### src/rtl/bsram_arb_pkg.sv
// Shared types and defaults for the data-memory read-port arbiter.
`ifndef DATA_ADDR_WIDTH
`define DATA_ADDR_WIDTH 10
`endif

package bsram_arb_pkg;

  localparam int unsigned CpuMaxRunDefault = 4;

  typedef enum logic [1:0] {StIdle, StBurst, StDrain, StDone} arb_state_e;

  typedef enum logic [1:0] {TagNone, TagCpu, TagVid} rd_tag_e;

endpackage

### src/rtl/bsram_arbiter_if.sv
// CPU load/store, video burst and bsram port signals of the arbiter.
interface bsram_arbiter_if #(
  parameter int unsigned ADDR_WIDTH = `DATA_ADDR_WIDTH,
  parameter int unsigned LEN_WIDTH  = 8
);
  logic                  cpu_rd_req;
  logic [ADDR_WIDTH-1:0] cpu_rd_addr;
  logic                  cpu_rd_gnt;
  logic                  cpu_rd_valid;
  logic [15:0]           cpu_rd_data;
  logic                  cpu_we;
  logic [ADDR_WIDTH-1:0] cpu_wr_addr;
  logic [15:0]           cpu_wr_data;
  logic                  vid_start;
  logic [ADDR_WIDTH-1:0] vid_base;
  logic [LEN_WIDTH-1:0]  vid_len;
  logic                  vid_busy;
  logic                  vid_valid;
  logic [15:0]           vid_data;
  logic                  vid_ready;
  logic                  vid_done;
  logic [ADDR_WIDTH-1:0] mem_dout_addr;
  logic [15:0]           mem_dout;
  logic                  mem_we;
  logic [ADDR_WIDTH-1:0] mem_din_addr;
  logic [15:0]           mem_din;

  modport slave (
    input  cpu_rd_req, cpu_rd_addr, cpu_we, cpu_wr_addr, cpu_wr_data,
    input  vid_start, vid_base, vid_len, vid_ready, mem_dout,
    output cpu_rd_gnt, cpu_rd_valid, cpu_rd_data, vid_busy, vid_valid, vid_data, vid_done,
    output mem_dout_addr, mem_we, mem_din_addr, mem_din
  );

  modport master (
    output cpu_rd_req, cpu_rd_addr, cpu_we, cpu_wr_addr, cpu_wr_data,
    output vid_start, vid_base, vid_len, vid_ready, mem_dout,
    input  cpu_rd_gnt, cpu_rd_valid, cpu_rd_data, vid_busy, vid_valid, vid_data, vid_done,
    input  mem_dout_addr, mem_we, mem_din_addr, mem_din
  );
endinterface

### src/rtl/fifo2.sv
// Two-entry 16-bit fall-through FIFO; a push into an empty FIFO is visible
// at the head in the same cycle.
module fifo2 (
  input  logic        clk,
  input  logic        resetn,
  input  logic        push,
  input  logic [15:0] push_data,
  input  logic        pop,
  output logic        valid,
  output logic [15:0] data,
  output logic [1:0]  count
);
  logic [15:0] mem_q [2];
  logic        rd_ptr_q, wr_ptr_q;
  logic [1:0]  count_q;
  logic        empty, store, take;

  assign empty = (count_q == 2'd0);
  assign valid = !empty || push;
  assign data  = !empty ? mem_q[rd_ptr_q] : (push ? push_data : 16'h0000);
  assign count = count_q;
  assign take  = pop && !empty;
  // A word pushed and popped while empty bypasses storage entirely.
  assign store = push && !(empty && pop);

  always_ff @(posedge clk or negedge resetn) begin
    if (!resetn) begin
      mem_q[0] <= 16'h0000;
      mem_q[1] <= 16'h0000;
      rd_ptr_q <= 1'b0;
      wr_ptr_q <= 1'b0;
      count_q  <= 2'd0;
    end else begin
      if (store) begin
        mem_q[wr_ptr_q] <= push_data;
        wr_ptr_q        <= !wr_ptr_q;
      end
      if (take) rd_ptr_q <= !rd_ptr_q;
      count_q <= count_q + {1'b0, store} - {1'b0, take};
    end
  end

  overflow_a: assert property (@(posedge clk) disable iff (!resetn)
    !(push && !pop && count_q == 2'd2));

endmodule

### src/rtl/bsram_arbiter.sv
// Shares the bsram read port between CPU loads and video bursts; CPU writes
// pass straight through to the write port.
module bsram_arbiter
  import bsram_arb_pkg::*;
#(
  parameter int unsigned ADDR_WIDTH  = `DATA_ADDR_WIDTH,
  parameter int unsigned LEN_WIDTH   = 8,
  parameter int unsigned CPU_MAX_RUN = CpuMaxRunDefault
) (
  input logic            clk,
  input logic            resetn,
  bsram_arbiter_if.slave bus
);
  localparam int unsigned RunW = $clog2(CPU_MAX_RUN + 1);

  arb_state_e            state_q, state_d;
  rd_tag_e               tag_q, tag_d;
  logic [ADDR_WIDTH-1:0] addr_q, addr_d, rd_addr_q, rd_addr_d;
  logic [LEN_WIDTH-1:0]  rem_q, rem_d;
  logic [RunW-1:0]       run_q, run_d;
  logic                  vid_elig, cpu_gnt, vid_gnt;
  logic                  fifo_push, fifo_pop, fifo_valid;
  logic [15:0]           fifo_data;
  logic [1:0]            fifo_count;

  assign fifo_push = (tag_q == TagVid);
  // In-flight video reads count against buffer space so the FIFO never overflows.
  assign vid_elig  = (state_q == StBurst) && (rem_q != '0) &&
                     (({1'b0, fifo_count} + {2'b00, fifo_push}) < 3'd2);
  assign cpu_gnt   = bus.cpu_rd_req && (!vid_elig || (run_q < RunW'(CPU_MAX_RUN)));
  assign vid_gnt   = vid_elig && !cpu_gnt;
  assign fifo_pop  = fifo_valid && bus.vid_ready;

  always_comb begin
    state_d   = state_q;
    addr_d    = addr_q;
    rem_d     = rem_q;
    run_d     = run_q;
    rd_addr_d = rd_addr_q;
    tag_d     = TagNone;

    if (cpu_gnt) begin
      tag_d     = TagCpu;
      rd_addr_d = bus.cpu_rd_addr;
    end else if (vid_gnt) begin
      tag_d     = TagVid;
      rd_addr_d = addr_q;
      addr_d    = addr_q + ADDR_WIDTH'(1);
      rem_d     = rem_q - LEN_WIDTH'(1);
    end

    if (!vid_elig || vid_gnt) begin
      run_d = '0;
    end else if (cpu_gnt && (run_q < RunW'(CPU_MAX_RUN))) begin
      run_d = run_q + RunW'(1);
    end

    unique case (state_q)
      StIdle: begin
        if (bus.vid_start) begin
          addr_d  = bus.vid_base;
          rem_d   = bus.vid_len;
          state_d = (bus.vid_len == '0) ? StDone : StBurst;
        end
      end
      StBurst: if (rem_q == '0) state_d = StDrain;
      StDrain: if ((fifo_count == 2'd0) && (tag_q != TagVid)) state_d = StDone;
      StDone:  state_d = StIdle;
      default: state_d = StIdle;
    endcase
  end

  always_ff @(posedge clk or negedge resetn) begin
    if (!resetn) begin
      state_q   <= StIdle;
      tag_q     <= TagNone;
      addr_q    <= '0;
      rem_q     <= '0;
      run_q     <= '0;
      rd_addr_q <= '0;
    end else begin
      state_q   <= state_d;
      tag_q     <= tag_d;
      addr_q    <= addr_d;
      rem_q     <= rem_d;
      run_q     <= run_d;
      rd_addr_q <= rd_addr_d;
    end
  end

  fifo2 u_fifo (
    .clk       (clk),
    .resetn    (resetn),
    .push      (fifo_push),
    .push_data (bus.mem_dout),
    .pop       (fifo_pop),
    .valid     (fifo_valid),
    .data      (fifo_data),
    .count     (fifo_count)
  );

  assign bus.mem_dout_addr = rd_addr_d;
  assign bus.cpu_rd_gnt    = cpu_gnt;
  assign bus.cpu_rd_valid  = (tag_q == TagCpu);
  assign bus.cpu_rd_data   = (tag_q == TagCpu) ? bus.mem_dout : 16'h0000;
  assign bus.vid_busy      = (state_q != StIdle);
  assign bus.vid_done      = (state_q == StDone);
  assign bus.vid_valid     = fifo_valid;
  assign bus.vid_data      = fifo_data;
  assign bus.mem_we        = bus.cpu_we;
  assign bus.mem_din_addr  = bus.cpu_wr_addr;
  assign bus.mem_din       = bus.cpu_wr_data;

endmodule
### src/flat_wrapper.sv
// flat-port wrapper written by rule: the top's interface ports become plain ports
module bsram_arbiter_flat import bsram_arb_pkg::*;
#(
  parameter int unsigned ADDR_WIDTH  = `DATA_ADDR_WIDTH,
  parameter int unsigned LEN_WIDTH   = 8,
  parameter int unsigned CPU_MAX_RUN = CpuMaxRunDefault
)
  (clk, resetn, bus_cpu_rd_req, bus_cpu_rd_addr, bus_cpu_we, bus_cpu_wr_addr, bus_cpu_wr_data, bus_vid_start, bus_vid_base, bus_vid_len, bus_vid_ready, bus_mem_dout, bus_cpu_rd_gnt, bus_cpu_rd_valid, bus_cpu_rd_data, bus_vid_busy, bus_vid_valid, bus_vid_data, bus_vid_done, bus_mem_dout_addr, bus_mem_we, bus_mem_din_addr, bus_mem_din);
  bsram_arbiter_if #(.ADDR_WIDTH(ADDR_WIDTH), .LEN_WIDTH(LEN_WIDTH)) bus_i ();
  input logic clk;
  input logic resetn;
  input wire logic [$bits(bus_i.cpu_rd_req)-1:0] bus_cpu_rd_req;
  input wire logic [$bits(bus_i.cpu_rd_addr)-1:0] bus_cpu_rd_addr;
  input wire logic [$bits(bus_i.cpu_we)-1:0] bus_cpu_we;
  input wire logic [$bits(bus_i.cpu_wr_addr)-1:0] bus_cpu_wr_addr;
  input wire logic [$bits(bus_i.cpu_wr_data)-1:0] bus_cpu_wr_data;
  input wire logic [$bits(bus_i.vid_start)-1:0] bus_vid_start;
  input wire logic [$bits(bus_i.vid_base)-1:0] bus_vid_base;
  input wire logic [$bits(bus_i.vid_len)-1:0] bus_vid_len;
  input wire logic [$bits(bus_i.vid_ready)-1:0] bus_vid_ready;
  input wire logic [$bits(bus_i.mem_dout)-1:0] bus_mem_dout;
  output wire logic [$bits(bus_i.cpu_rd_gnt)-1:0] bus_cpu_rd_gnt;
  output wire logic [$bits(bus_i.cpu_rd_valid)-1:0] bus_cpu_rd_valid;
  output wire logic [$bits(bus_i.cpu_rd_data)-1:0] bus_cpu_rd_data;
  output wire logic [$bits(bus_i.vid_busy)-1:0] bus_vid_busy;
  output wire logic [$bits(bus_i.vid_valid)-1:0] bus_vid_valid;
  output wire logic [$bits(bus_i.vid_data)-1:0] bus_vid_data;
  output wire logic [$bits(bus_i.vid_done)-1:0] bus_vid_done;
  output wire logic [$bits(bus_i.mem_dout_addr)-1:0] bus_mem_dout_addr;
  output wire logic [$bits(bus_i.mem_we)-1:0] bus_mem_we;
  output wire logic [$bits(bus_i.mem_din_addr)-1:0] bus_mem_din_addr;
  output wire logic [$bits(bus_i.mem_din)-1:0] bus_mem_din;
  assign bus_i.cpu_rd_req = bus_cpu_rd_req;
  assign bus_i.cpu_rd_addr = bus_cpu_rd_addr;
  assign bus_i.cpu_we = bus_cpu_we;
  assign bus_i.cpu_wr_addr = bus_cpu_wr_addr;
  assign bus_i.cpu_wr_data = bus_cpu_wr_data;
  assign bus_i.vid_start = bus_vid_start;
  assign bus_i.vid_base = bus_vid_base;
  assign bus_i.vid_len = bus_vid_len;
  assign bus_i.vid_ready = bus_vid_ready;
  assign bus_i.mem_dout = bus_mem_dout;
  assign bus_cpu_rd_gnt = bus_i.cpu_rd_gnt;
  assign bus_cpu_rd_valid = bus_i.cpu_rd_valid;
  assign bus_cpu_rd_data = bus_i.cpu_rd_data;
  assign bus_vid_busy = bus_i.vid_busy;
  assign bus_vid_valid = bus_i.vid_valid;
  assign bus_vid_data = bus_i.vid_data;
  assign bus_vid_done = bus_i.vid_done;
  assign bus_mem_dout_addr = bus_i.mem_dout_addr;
  assign bus_mem_we = bus_i.mem_we;
  assign bus_mem_din_addr = bus_i.mem_din_addr;
  assign bus_mem_din = bus_i.mem_din;
  bsram_arbiter #(.ADDR_WIDTH(ADDR_WIDTH), .LEN_WIDTH(LEN_WIDTH), .CPU_MAX_RUN(CPU_MAX_RUN)) u_core (.clk(clk), .resetn(resetn), .bus(bus_i));
endmodule
### config.mk
export PLATFORM = sky130hd
export DESIGN_NAME = bsram_arbiter_flat
export DESIGN_NICKNAME = d
export VERILOG_FILES = /design/src/rtl/bsram_arb_pkg.sv /design/src/rtl/bsram_arbiter_if.sv /design/src/rtl/fifo2.sv /design/src/rtl/bsram_arbiter.sv /design/src/flat_wrapper.sv
export SDC_FILE = /design/constraint.sdc
export NUM_CORES = 1
export LEC_CHECK = 0
export ABC_AREA = 1
export BUFFER_PORTS_ARGS = -buffer_cell sky130_fd_sc_hd__buf_4
export CAP_MARGIN = 20
export CORE_MARGIN = 1.5
export CORE_UTILIZATION = 55
export CTS_CLUSTER_DIAMETER = 100
export DETAILED_ROUTE_END_ITERATION = 10
export PLACE_DENSITY = 0.82
export SLEW_MARGIN = 10
export SYNTH_ARGS = -nofsm -noshare
export SYNTH_HDL_FRONTEND = slang
export SYNTH_SLANG_ARGS = --single-unit
### constraint.sdc
create_clock -name clk -period 4.25 [get_ports clk]
set_input_delay 0.2125 -clock clk [delete_from_list [all_inputs] [get_ports clk]]
set_output_delay 0.2125 -clock clk [all_outputs]
set_load 0.01 [all_outputs]
; ---- After elaboration in Yosys (flattened, before gate mapping)
; Index checks and enable logic that the tools add are counted.
[word_totals]
reg_bits = 71
in_bits = 76
out_inout_bits = 74
word_cells = 89
[op_classes]
add_sub_neg = 6
order_cmp = 5
eq_ne = 9
n_mux = 28
n_bitwise = 2
reduce_logical = 28
[op_table]
columns = op, count
row1 = $mux 16, 7
row2 = $mux 10, 6
row3 = $bwmux 32, 1
row4 = $mux 8, 4
row5 = $demux 16 s1, 1
row6 = $logic_not 8->1, 2
row7 = $mux 2, 6
row8 = $logic_and 1x1->1, 11
row9 = $add 10x1->10 const B, 1
row10 = $pmux 2 s4, 1
row11 = $reduce_bool 8->1, 1
row12 = $sub 8x1->8 const B, 1
row13 = $eq 2x2->1 const B, 3
row14 = $logic_not 1->1, 6
row15 = $mux 3, 2
row16 = $ne 2x2->1 const B, 3
row17 = $eq 2x1->1 const B, 2
row18 = $ge 2x2->1 const B, 2
row19 = $logic_not 2->1, 2
row20 = $not 1->2, 2
row21 = $reduce_bool 2->1, 2
row22 = $add 2x1->3, 1
row23 = $add 3x1->3 const B, 1
row24 = $logic_or 1x1->1, 3
row25 = other kinds (7), 7

; ---- Logic depth before layout (Yosys ltp)
; Gate-level depths: netlist (run 1).
[depth]
word_depth = 13
ltp_mapped = 12
depth_no_buf = 11

; ---- Modules after synthesis
; From an unflattened synthesis (run 1), not the netlist that was laid out.
[unflattened]
hier_cells = 628
hier_area_um2 = 4499.3
[modules_own_cells]
columns = mod, instances, cells_each, area_each_um2
row1 = bsram_arbiter, 1, 390, 2597.5
row2 = fifo2, 1, 238, 1901.8

; ---- Least setup slack after synthesis (run 1)
; No wires, ideal clock.
[synth_path]
path_type = register -> output
from = register u_core.rem_q[0]
to = output bus_mem_dout_addr[7]
arrival_time_ns = 1.480
setup_slack_ns = 2.557
stages_incl_launch_ff = 11
path_cell_list = dfrtp_1 inv_1 ha_1 nand2_1 nor2_1 nand2_2 nand3_4 nor2_4 buf_4 nor3_1 nor2_1
[synth_between]
elab_chain_cells = 10
[synth_lines]
columns = element, line_no
row1 = start: declaration, bsram_arbiter.sv:19  ; logic [LEN_WIDTH-1:0] rem_q, rem_d;
row2 = start signal: assignment, bsram_arbiter.sv:85  ; rem_q <= rem_d;
row3 = $reduce_bool 8->1 *, bsram_arbiter.sv:28  ; assign vid_elig = (state_q == StBurst) && (rem_q != '0) &&
row4 = $logic_and 1x1->1 * (2 in series), bsram_arbiter.sv:28
row5 = $logic_not 1->1, bsram_arbiter.sv:30  ; assign cpu_gnt = bus.cpu_rd_req && (!vid_elig || (run_q < RunW'(CPU_MAX_RUN)));
row6 = $logic_or 1x1->1, bsram_arbiter.sv:30
row7 = $logic_and 1x1->1, bsram_arbiter.sv:30
row8 = $logic_not 1->1, bsram_arbiter.sv:31  ; assign vid_gnt = vid_elig && !cpu_gnt;
row9 = $logic_and 1x1->1, bsram_arbiter.sv:31
row10 = $mux 10, bsram_arbiter.sv:45  ; end else if (vid_gnt) begin
row11 = $mux 10 *, bsram_arbiter.sv:42  ; if (cpu_gnt) begin
row12 = end: declaration, flat_wrapper.sv:29  ; output wire logic [$bits(bus_i.mem_dout_addr)-1:0] bus_mem_dout_addr;
; Mark *: on every way between the ends. The rest lies on a longest branch, timed or not.

; ---- Worst setup path in the final report (run 1)
; Same ends and word-level chain as after synthesis.

==> results.json, run 1 <==
{
  "synth_seq_cells": 71,
  "rsz0062_at_grt": "false",
  "io_buffers": 95,
  "cts_hold_buf": 0,
  "dieArea_um2": 8640,
  "grt_pass1_wl_um": 17100,
  "report.final.slew_viol_count": 0,
  "initial_utilization": 0.573,
  "status": "complete, but fails checks",
  "fillers": 692,
  "fmax_mhz": 389,
  "cp-end-kind": "primary output",
  "drtAntennaViolNets": 0,
  "rows": 32,
  "wl_um": 10100,
  "worst-path-max-fanout": 23,
  "cap_violations": 0,
  "setup_viol": 0,
  "root_buffer": "clkbuf_8",
  "clock_latency_ns": 0.35,
  "relSlewSlack": 0.373,
  "wl_per_cell_um": 13.1,
  "violations": "hold timing",
  "fin_nets": 750,
  "grt_antenna_before_repair": 0,
  "crit_arrival_ns": 2.36,
  "syn_avg_cell_area_um2": 7.32,
  "hold_viol": 14,
  "drc": 0,
  "post_cts_resized": 0,
  "htreeDepth": 3,
  "rrSetupSlack_ns": 2.20,
  "crit_type": "reg -> out",
  "setup.worst_path.end": "bus_mem_dout_addr[7]",
  "core-area_um2": 7770,
  "dpl.hpwl_um": 6910,
  "synth_nets": 695,
  "yosysWarnings": 0,
  "timing.rr.start": "u_core.tag_q[1]",
  "design_area_um2": 5190,
  "vdd_drop_max_mv": 0.277,
  "timing.setup.tns_ns": 0,
  "syn_to_final_growth_pct": 16.7,
  "p_leak_nw": 2.77,
  "drive_gt1_frac": 0.238,
  "grt_max_degree": 72,
  "seq_area_um2": 1780,
  "rr_worst_depth": 10,
  "drtIter0Drc": 183,
  "antenna_cells": 0,
  "vias": 4034,
  "min_period_over_period": 0.606,
  "setup_ws_ns": 1.68,
  "place_area_um2": 4940,
  "tightest_slew_ns": 0.940,
  "path_clk_slew_ns": 0.09,
  "cts_tree": "built",
  "postCtsSetupRepairBufs": 0,
  "start_kind": "flop",
  "clockBufferDepth": 2,
  "cp.required_ns": 4.04,
  "die_x_um": 92.9,
  "multi_input_area_um2": 1980,
  "finClkSkew_ns": 0.0113,
  "power_density_nw_per_um2": 706,
  "timing.rr.end": "u_core.u_fifo.count[1]",
  "holdCritPathClass": "in -> async",
  "netlist_area_um2": 4450,
  "cts_buffers": 9,
  "avgViaCountPerCell": 5.24,
  "holdWs_ns": -0.0335,
  "mostFrequentLayoutCells": "nand2_1, buf_4, inv_1",
  "dp_worst_setup_slack_ns": 1.96,
  "fp.dieH_um": 92.9,
  "yosysSeqAreaShare": 0.399,
  "layout_commonest_cell": "nand2_1",
  "finalWeightedCongestion": 0.856,
  "ios": 150,
  "synthCells": 608,
  "yosys.cell_types.count": 30,
  "finalCriticalPeriod_ns": 2.57,
  "grt_pass1_vias": 3914,
  "track_usage": 0.249,
  "firstDrtPassIters": 5,
  "cts.sinks": 71,
  "grt_overflow": 0,
  "crit_start": "u_core.rem_q[0]"
}
cells in the mapped netlist, drive strengths merged:
cell type / instances / share of area
buf: 39 / 0.069
a21oi: 1 / 0.0020
xor2: 6 / 0.012
nor2: 51 / 0.051
nor3: 1 / 0.0011
nand4: 11 / 0.017
clkinv: 1 / 0.0020
or2: 14 / 0.020
o21ai: 75 / 0.096
inv: 89 / 0.075
clkbuf: 13 / 0.011
ha: 11 / 0.031
xnor2: 2 / 0.0039
o22ai: 1 / 0.0014
nand2: 162 / 0.14
dfrtp: 71 / 0.40
nand3: 60 / 0.071
layout make-up:
cell class,count,share of cell area
multi-input combinational,395,0.380
sequential,71,0.342
timing repair buffer,96,0.139
inverter,90,0.0660
tap,102,0.0246
clock inverter,7,0.0241
clock buffer,9,0.0239
routing by layer:
layer / part of all wire / track usage / vias up / routed length, µm
met5: 0 / 0 / - / 0
met4: 0.022 / 0.105 / 0 / 227
met3: 0.069 / 0.0484 / 32 / 699
met2: 0.48 / 0.417 / 165 / 4850
met1: 0.43 / 0.314 / 1867 / 4320
li1: - / - / 1970 / -
metrics by stage:
| step | hold WS [ns] | instances | total power [mW] | util |
|---|---|---|---|---|
| 4_1_cts | 0.0169 | 770 | 3.68 | 0.668 |
| 2_1_floorplan | -0.0831 | 608 | 2.40 | - |
| 5_1_grt | 0.0563 | 770 | 4.00 | 0.668 |
| 3_3_place_gp | 0.390 | 754 | 2.92 | 0.636 |
| 3_5_place_dp | 0.400 | 754 | 2.98 | 0.636 |
| 6_report | -0.0335 | 770 | 3.67 | 0.668 |
cell families (layout without fill, tap and decap cells):
kind of cell    Yosys count  in the layout  synth area share
compound gates           77             77            0.0996
xor+xnor                  8              8            0.0157
fa+ha+maj                11             11            0.0309
buf+inv                 142            202             0.157
flops                    71             71             0.399
simple gates            299            299             0.298
worst max-delay path, stage by stage (launching register included):
cell	delay, ns
dfrtp_1	0.36
inv_1	0.10
ha_1	0.23
nand2_1	0.07
nor2_1	0.04
nand2_2	0.10
nand4_2	0.48
o21ai_0	0.39
nor2_1	0.10
buf_4	0.15
worst min path at each step:
stage	from	to	slack (ns)
2_1_floorplan	resetn	u_core.addr_q[0]	-0.08
3_5_place_dp	resetn	u_core.u_fifo.mem_q[1]	0.40
4_1_cts	resetn	u_core.u_fifo.mem_q[1]	0.02
5_1_grt	resetn	u_core.u_fifo.mem_q[23]	0.06
3_3_place_gp	resetn	u_core.u_fifo.mem_q[1]	0.39
6_report	resetn	u_core.u_fifo.mem_q[15]	-0.03
sequential cells by signal, indices dropped and copies added, names as in the netlist:
signal	cells
u_core.u_fifo.wr_ptr_q	1
u_core.rem_q	8
u_core.addr_q	10
u_core.u_fifo.mem_q	32
u_core.tag_q	2
u_core.state_q	2
u_core.rd_addr_q	10
u_core.u_fifo.count	2
u_core.u_fifo.rd_ptr_q	1
u_core.run_q	3
power breakdown:
| group | switching [mW] | internal (mW) | total, mW |
|---|---|---|---|
| logic | 1.02 | 0.729 | 1.75 |
| clock network | 0.283 | 0.397 | 0.680 |
| registers | 0.254 | 0.986 | 1.24 |
(Power assumes the default switching activity.)
==> inputs of run 2 (changes only) <==
--- a/config.mk
+++ b/config.mk
@@ -9,10 +9,10 @@
 export BUFFER_PORTS_ARGS = -buffer_cell sky130_fd_sc_hd__buf_4
 export CAP_MARGIN = 20
 export CORE_MARGIN = 1.5
-export CORE_UTILIZATION = 55
+export CORE_UTILIZATION = 51
 export CTS_CLUSTER_DIAMETER = 100
 export DETAILED_ROUTE_END_ITERATION = 10
-export PLACE_DENSITY = 0.82
+export PLACE_DENSITY = 0.77
 export SLEW_MARGIN = 10
 export SYNTH_ARGS = -nofsm -noshare
 export SYNTH_HDL_FRONTEND = slang
==> constraint.sdc (replaced) <==
create_clock -name clk -period 2.4 [get_ports clk]
set_input_delay 0.12 -clock clk [delete_from_list [all_inputs] [get_ports clk]]
set_output_delay 0.12 -clock clk [all_outputs]
set_load 0.01 [all_outputs]
==> run 2 against run 1 <==
Against the previous run: the flow now finishes without violations; wire length is 4.8% higher; critical path depth is 3 higher; combinational power is 89% higher; non-clock buffer count is 26 higher; clock power is 38% higher; sequential share of layout area is 1.4 points lower; die area is 7.6% higher; first-iteration DRC count is 0.55% higher; total power is 74% higher; clock skew is 0.00065 ns higher; highest routed layer unchanged.
==> results.json, run 2 (same netlist as run 1, synthesis figures left out) <==
{
  "drtAntennaViolNets": 0,
  "fp.dieH_um": 96.4,
  "avgViaCountPerCell": 5.15,
  "top_register": "u_core.u_fifo.mem_q",
  "report.final.slew_viol_count": 0,
  "htreeDepth": 3,
  "wl_um": 10600,
  "grt_overflow": 0,
  "cts_tree": "built",
  "mostFrequentLayoutCells": "nand2_1, buf_4, inv_1",
  "setup_viol": 0,
  "reg_top3": "u_core.u_fifo.mem_q (32), u_core.addr_q (10), u_core.rd_addr_q (10)",
  "worst-path-max-fanout": 11,
  "grt_max_degree": 72,
  "p_leak_nw": 2.84,
  "root_buffer": "clkbuf_8",
  "drive_gt1_frac": 0.246,
  "tightest_slew_ns": 0.892,
  "grt_pass1_wl_um": 16400,
  "grt_antenna_before_repair": 0,
  "cp_cell_sequence": "inv_2, ha_2, nand2_1, nor2_1, nand2_2, nand3_4, nor2_4, buf_12, nor2_4, nand2_1, nand3_1, buf_4",
  "core-area_um2": 8340,
  "drc": 0,
  "initial_utilization": 0.533,
  "syn_to_final_growth_pct": 21.7,
  "ios": 150,
  "largest_reg_flops": 32,
  "die_x_um": 96.4,
  "cp.required_ns": 2.28,
  "finClkSkew_ns": 0.0120,
  "cts_buffers": 9,
  "vdd_drop_max_mv": 0.477,
  "finalCriticalPeriod_ns": 2.25,
  "place_area_um2": 4980,
  "finalWeightedCongestion": 0.834,
  "holdCritPathClass": "in -> reg",
  "wl_per_cell_um": 13.2,
  "drtIter0Drc": 184,
  "cap_violations": 0,
  "io_buffers": 95,
  "crit_type": "reg -> out",
  "firstDrtPassIters": 4,
  "total_power_mw": 6.38,
  "critPathMaxStageDelay_ns": 0.39,
  "track_usage": 0.229,
  "clock_latency_ns": 0.35,
  "min_period_over_period": 0.938,
  "critical_path.top_delay_family": "simple AND/OR/NAND/NOR gates",
  "design_area_um2": 5410,
  "start_kind": "flop",
  "crit_slowest_cell": "dfrtp_1",
  "dieArea_um2": 9290,
  "antenna_cells": 0,
  "cp-end-kind": "primary output",
  "hold_viol": 0,
  "crit_buf_inv": 3,
  "crit_arrival_ns": 2.13,
  "relSlewSlack": 0.405,
  "dpl.hpwl_um": 7140,
  "vias": 4120,
  "fin_nets": 778,
  "fillers": 731,
  "clockBufferDepth": 2,
  "cts.sinks": 71,
  "fmax_mhz": 444,
  "grt_pass1_vias": 3744,
  "rows": 33,
  "status": "complete, no violations",
  "path_clk_slew_ns": 0.08,
  "layout_commonest_cell": "nand2_1",
  "power_density_nw_per_um2": 1180
}
run 2: changes by cell type in the layout (fill, tap and decap cells not counted), sizes merged:
cell         delta
clkinv          +1
bufinv          -2
inv             -3
clkinvlp        +3
buf             +9
nor2            +2
dlygate4sd3    +17
run 2: timing repair:
| action | CTS | global route |
|---|---|---|
| hold endpoints to repair | 87 | 0 |
| cloned | 1 | 1 |
| gates resized for setup | 0 | 4 |
| hold buffers | 17 | 0 |
| endpoints found under the setup margin | 9 | 10 |
| buffers inserted | 0 | 4 |
| pin swaps | 1 | 2 |
run 2: worst paths after layout:
kind	depth (start not counted)	slack, ns	end	start
min in group asynchronous	2	0.42	u_core.u_fifo.mem_q[3]	resetn
min	3	0.005	u_core.u_fifo.mem_q[11]	bus_mem_dout[11]
max in group asynchronous	2	1.37	u_core.run_q[1]	resetn
max	12	0.15	bus_mem_dout_addr[1]	u_core.rem_q[0]
max reg2reg	6	0.44	u_core.addr_q[3]	u_core.state_q[0]
min reg2reg	1	0.44	u_core.run_q[0]	u_core.run_q[0]
run 2: area by class of cell:
type                            instances  area, µm²  area share
Clock buffer                            9        124      0.0229
Clock inverter                          6       62.6      0.0116
Multi-Input combinational cell        397       2000       0.370
Tap cell                              105        131      0.0243
Sequential cell                        71       1780       0.328
Timing Repair Buffer                  122        971       0.179
Inverter                               90        343      0.0633
run 2: layer usage:
layer,up-vias,wire length [µm],global-route usage
met4,0,212,0.0990
met1,1890,4480,0.278
met3,28,676,0.0423
met2,169,5210,0.396
li1,2033,-,-
met5,-,0,0
run 2: per-stage QoR:
stage | utilization | std cells | setup WS [ns] | TNS (ns) | hold WS [ns]
finish | 0.649 | 800 | 0.150 | 0 | 0.00546
global route | 0.649 | 800 | -0.000149 | -0.000149 | 0.0156
CTS | 0.641 | 795 | 0.0470 | 0 | 0.00157
detailed placement | 0.598 | 762 | 0.349 | 0 | 0.240
global placement | 0.598 | 762 | 0.408 | 0 | 0.240
floorplan | - | 608 | 0.720 | 0 | -0.176
run 2: tightest hold or removal path, stage by stage:
cell and delay [ns]:
buf_4 0.10, nand2_1 0.05, o21ai_0 0.06
run 2: where the power goes:
part	leakage, nW	switching, mW	internal (mW)	total, mW
Combinational	1.90	1.91	1.39	3.30
Sequential	0.849	0.395	1.75	2.14
Clock	0.0871	0.468	0.470	0.938
==> inputs of run 3 (changes only) <==
--- a/config.mk
+++ b/config.mk
@@ -13,7 +13,9 @@
 export CTS_CLUSTER_DIAMETER = 100
 export DETAILED_ROUTE_END_ITERATION = 10
 export PLACE_DENSITY = 0.77
+export SKIP_CTS_REPAIR_TIMING = 1
 export SLEW_MARGIN = 10
 export SYNTH_ARGS = -nofsm -noshare
 export SYNTH_HDL_FRONTEND = slang
+export SYNTH_HIERARCHICAL = 1
 export SYNTH_SLANG_ARGS = --single-unit
==> run 3 against run 2 <==
Against the previous run: the flow now finishes with violations (hold timing); clock-buffer cell count up 1; clock skew decreased by 0.0020 ns; global-route usage grew 0.71 points; wire length is 4.6% higher; sequential power about the same; final area shrank 1.2%; synthesized cell count grew 3.3%.
==> results.json, run 3 <==
{
  "holdWs_ns": -0.00794,
  "initial_utilization": 0.521,
  "synth.most_common_cell": "nand2_1",
  "critPathMaxStageDelay_ns": 0.36,
  "place_area_um2": 5050,
  "cp-end-kind": "primary output",
  "violations": "hold timing",
  "netlist_top_cells_area": "dfrtp_1, nand2_1, nand3_1",
  "p_int_mw": 3.59,
  "power_frac_clock": 0.153,
  "path_clk_slew_ns": 0.08,
  "setup_ws_ns": 0.201,
  "finalCriticalPeriod_ns": 2.20,
  "report.final.slew_viol_count": 0,
  "synth_seq_cells": 71,
  "drive_gt1_frac": 0.223,
  "cts_tree": "built",
  "wl_per_cell_um": 13.7,
  "finClkSkew_ns": 0.00995,
  "rsz0062_at_grt": "false",
  "root_buffer": "clkbuf_8",
  "total_power_mw": 6.52,
  "async_flop_share": 1.00,
  "syn_avg_cell_area_um2": 7.16,
  "rows": 34,
  "pwr-share-seq": 0.325,
  "yosysWarnings": 6,
  "drtAntennaViolNets": 0,
  "layout_commonest_cell": "nand2_1",
  "fp.dieH_um": 96.9,
  "fin_nets": 783,
  "finalWeightedCongestion": 0.889,
  "relSlewSlack": 0.399,
  "design_area_um2": 5350,
  "clockBufferDepth": 2,
  "synth_ff_type": "dfrtp_1",
  "cts.sinks": 71,
  "tightest_slew_ns": 0.902,
  "antenna_cells": 0,
  "grt_antenna_before_repair": 0,
  "timing.setup.tns_ns": 0,
  "power_density_nw_per_um2": 1220,
  "synth_largest_area_cell": "dfrtp_1",
  "min_period_over_period": 0.916,
  "dieArea_um2": 9390,
  "drc": 0,
  "grt_overflow": 0,
  "vdd_drop_max_mv": 0.560,
  "grt_pass1_vias": 3959,
  "fillers": 774,
  "dp_cells": 783,
  "avgViaCountPerCell": 5.33,
  "mostFrequentLayoutCells": "nand2_1, buf_4, dfrtp_1",
  "cp_cell_sequence": "inv_2, ha_1, inv_1, nor2_1, nand2_2, nand3_2, nor2_4, nor2_4, buf_4, nand2_1, nand3_1, buf_4",
  "setup_viol": 0,
  "cap_violations": 0,
  "drtIter0Drc": 194,
  "top_register": "u_core/u_fifo/mem_q",
  "yosys.cell_types.count": 32,
  "fmax_mhz": 455,
  "crit_slowest_cell": "dfrtp_1",
  "largest_reg_flops": 32,
  "fin_util": 0.619,
  "dp_worst_setup_slack_ns": 0.343,
  "p_sw_frac": 0.449,
  "dpl.hpwl_um": 7400,
  "yosysSeqAreaShare": 0.395,
  "grt_pass1_wl_um": 18400,
  "cp.required_ns": 2.28,
  "netSwitchingPower_mw": 2.93,
  "clock_latency_ns": 0.34,
  "crit_arrival_ns": 2.08,
  "crit_type": "reg -> out",
  "holdCritPathClass": "in -> reg",
  "wl_um": 11100,
  "hold_viol": 2,
  "synthCells": 628,
  "worst-path-max-fanout": 6,
  "p_comb_frac": 0.522,
  "core-area_um2": 8640,
  "die_x_um": 96.9,
  "netlist_area_um2": 4500,
  "htreeDepth": 3,
  "synth_edf_count": 0,
  "start_kind": "flop",
  "p_leak_nw": 2.90,
  "cts_buffers": 9,
  "syn_to_final_growth_pct": 18.9,
  "track_usage": 0.236,
  "reg_top3": "u_core/u_fifo/mem_q (32), u_core/addr_q (10), u_core/rd_addr_q (10)",
  "grt_max_degree": 72,
  "vias": 4308,
  "status": "complete, but fails checks",
  "firstDrtPassIters": 5,
  "ios": 150,
  "synth_top_area_frac": 0.395,
  "synth_nets": 715,
  "io_buffers": 95,
  "fin_cells": 809,
  "synth_commonest_cells": "nand2_1, dfrtp_1, inv_1"
}
-- run 3: cell types whose count changed after synthesis, sizes merged, moves of 11 or more --
cell / before / now
buf: 39 / 50
inv: 89 / 71
nand2: 162 / 198
nand4: 11 / 41
o21ai: 75 / 42
-- run 3: critical path, delay by kind of cell, from the launching register on --
| kind | cells | cell delay [ns] |
|---|---|---|
| adder cells (fa/ha/maj) | 1 | 0.21 |
| buffers and inverters | 4 | 0.44 |
| flip-flops | 1 | 0.36 |
| AND/OR/NAND/NOR | 7 | 0.72 |
-- run 3: power by group through the flow --
stage               sequential, mW  clock (mW)  combinational (mW)
finish                        2.12       0.997                3.40
global route                  2.18        1.07                3.83
detailed placement            2.12           0                3.31
floorplan                     2.02           0                2.28
CTS                           2.10        1.02                3.34
global placement              2.10           0                3.22
-- run 3: cells by family after synthesis --
kind of cell / share of synthesized area
simple gates: 0.365
buf+inv: 0.142
flops: 0.395
compound gates: 0.0517
fa+ha+maj: 0.0306
xor+xnor: 0.0156
-- run 3: area by class of cell --
type,count,area [µm²],share of cell area
Clock inverter,6,68.8,0.0129
Tap cell,108,135,0.0253
Timing Repair Buffer,112,848,0.159
Inverter,72,270,0.0505
Multi-Input combinational cell,430,2110,0.395
Sequential cell,71,1780,0.332
Clock buffer,10,138,0.0257
-- run 3: metal layers --
metal / global-route usage / vias to the layer above / share of wire
met4: 0.0836 / 0 / 0.013
met3: 0.0470 / 15 / 0.081
met2: 0.403 / 191 / 0.49
met5: 0 / - / 0
met1: 0.296 / 1992 / 0.41
li1: - / 2110 / -
-- run 3: path summary, 6_finish.rpt --
kind / startpoint / endpoint / slack [ns] / cells past startpoint
setup / recovery: u_core/rem_q[0] / bus_mem_dout_addr[1] / 0.20 / 12
hold / removal: bus_vid_base[1] / u_core/addr_q[1] / -0.008 / 3
setup reg to reg: u_core/u_fifo/count[1] / u_core/u_fifo/count[1] / 0.38 / 13
hold reg to reg: u_core/run_q[0] / u_core/run_q[0] / 0.44 / 1
max in group asynchronous: resetn / u_core/addr_q[4] / 1.38 / 2
min in group asynchronous: resetn / u_core/u_fifo/mem_q[17] / 0.44 / 2
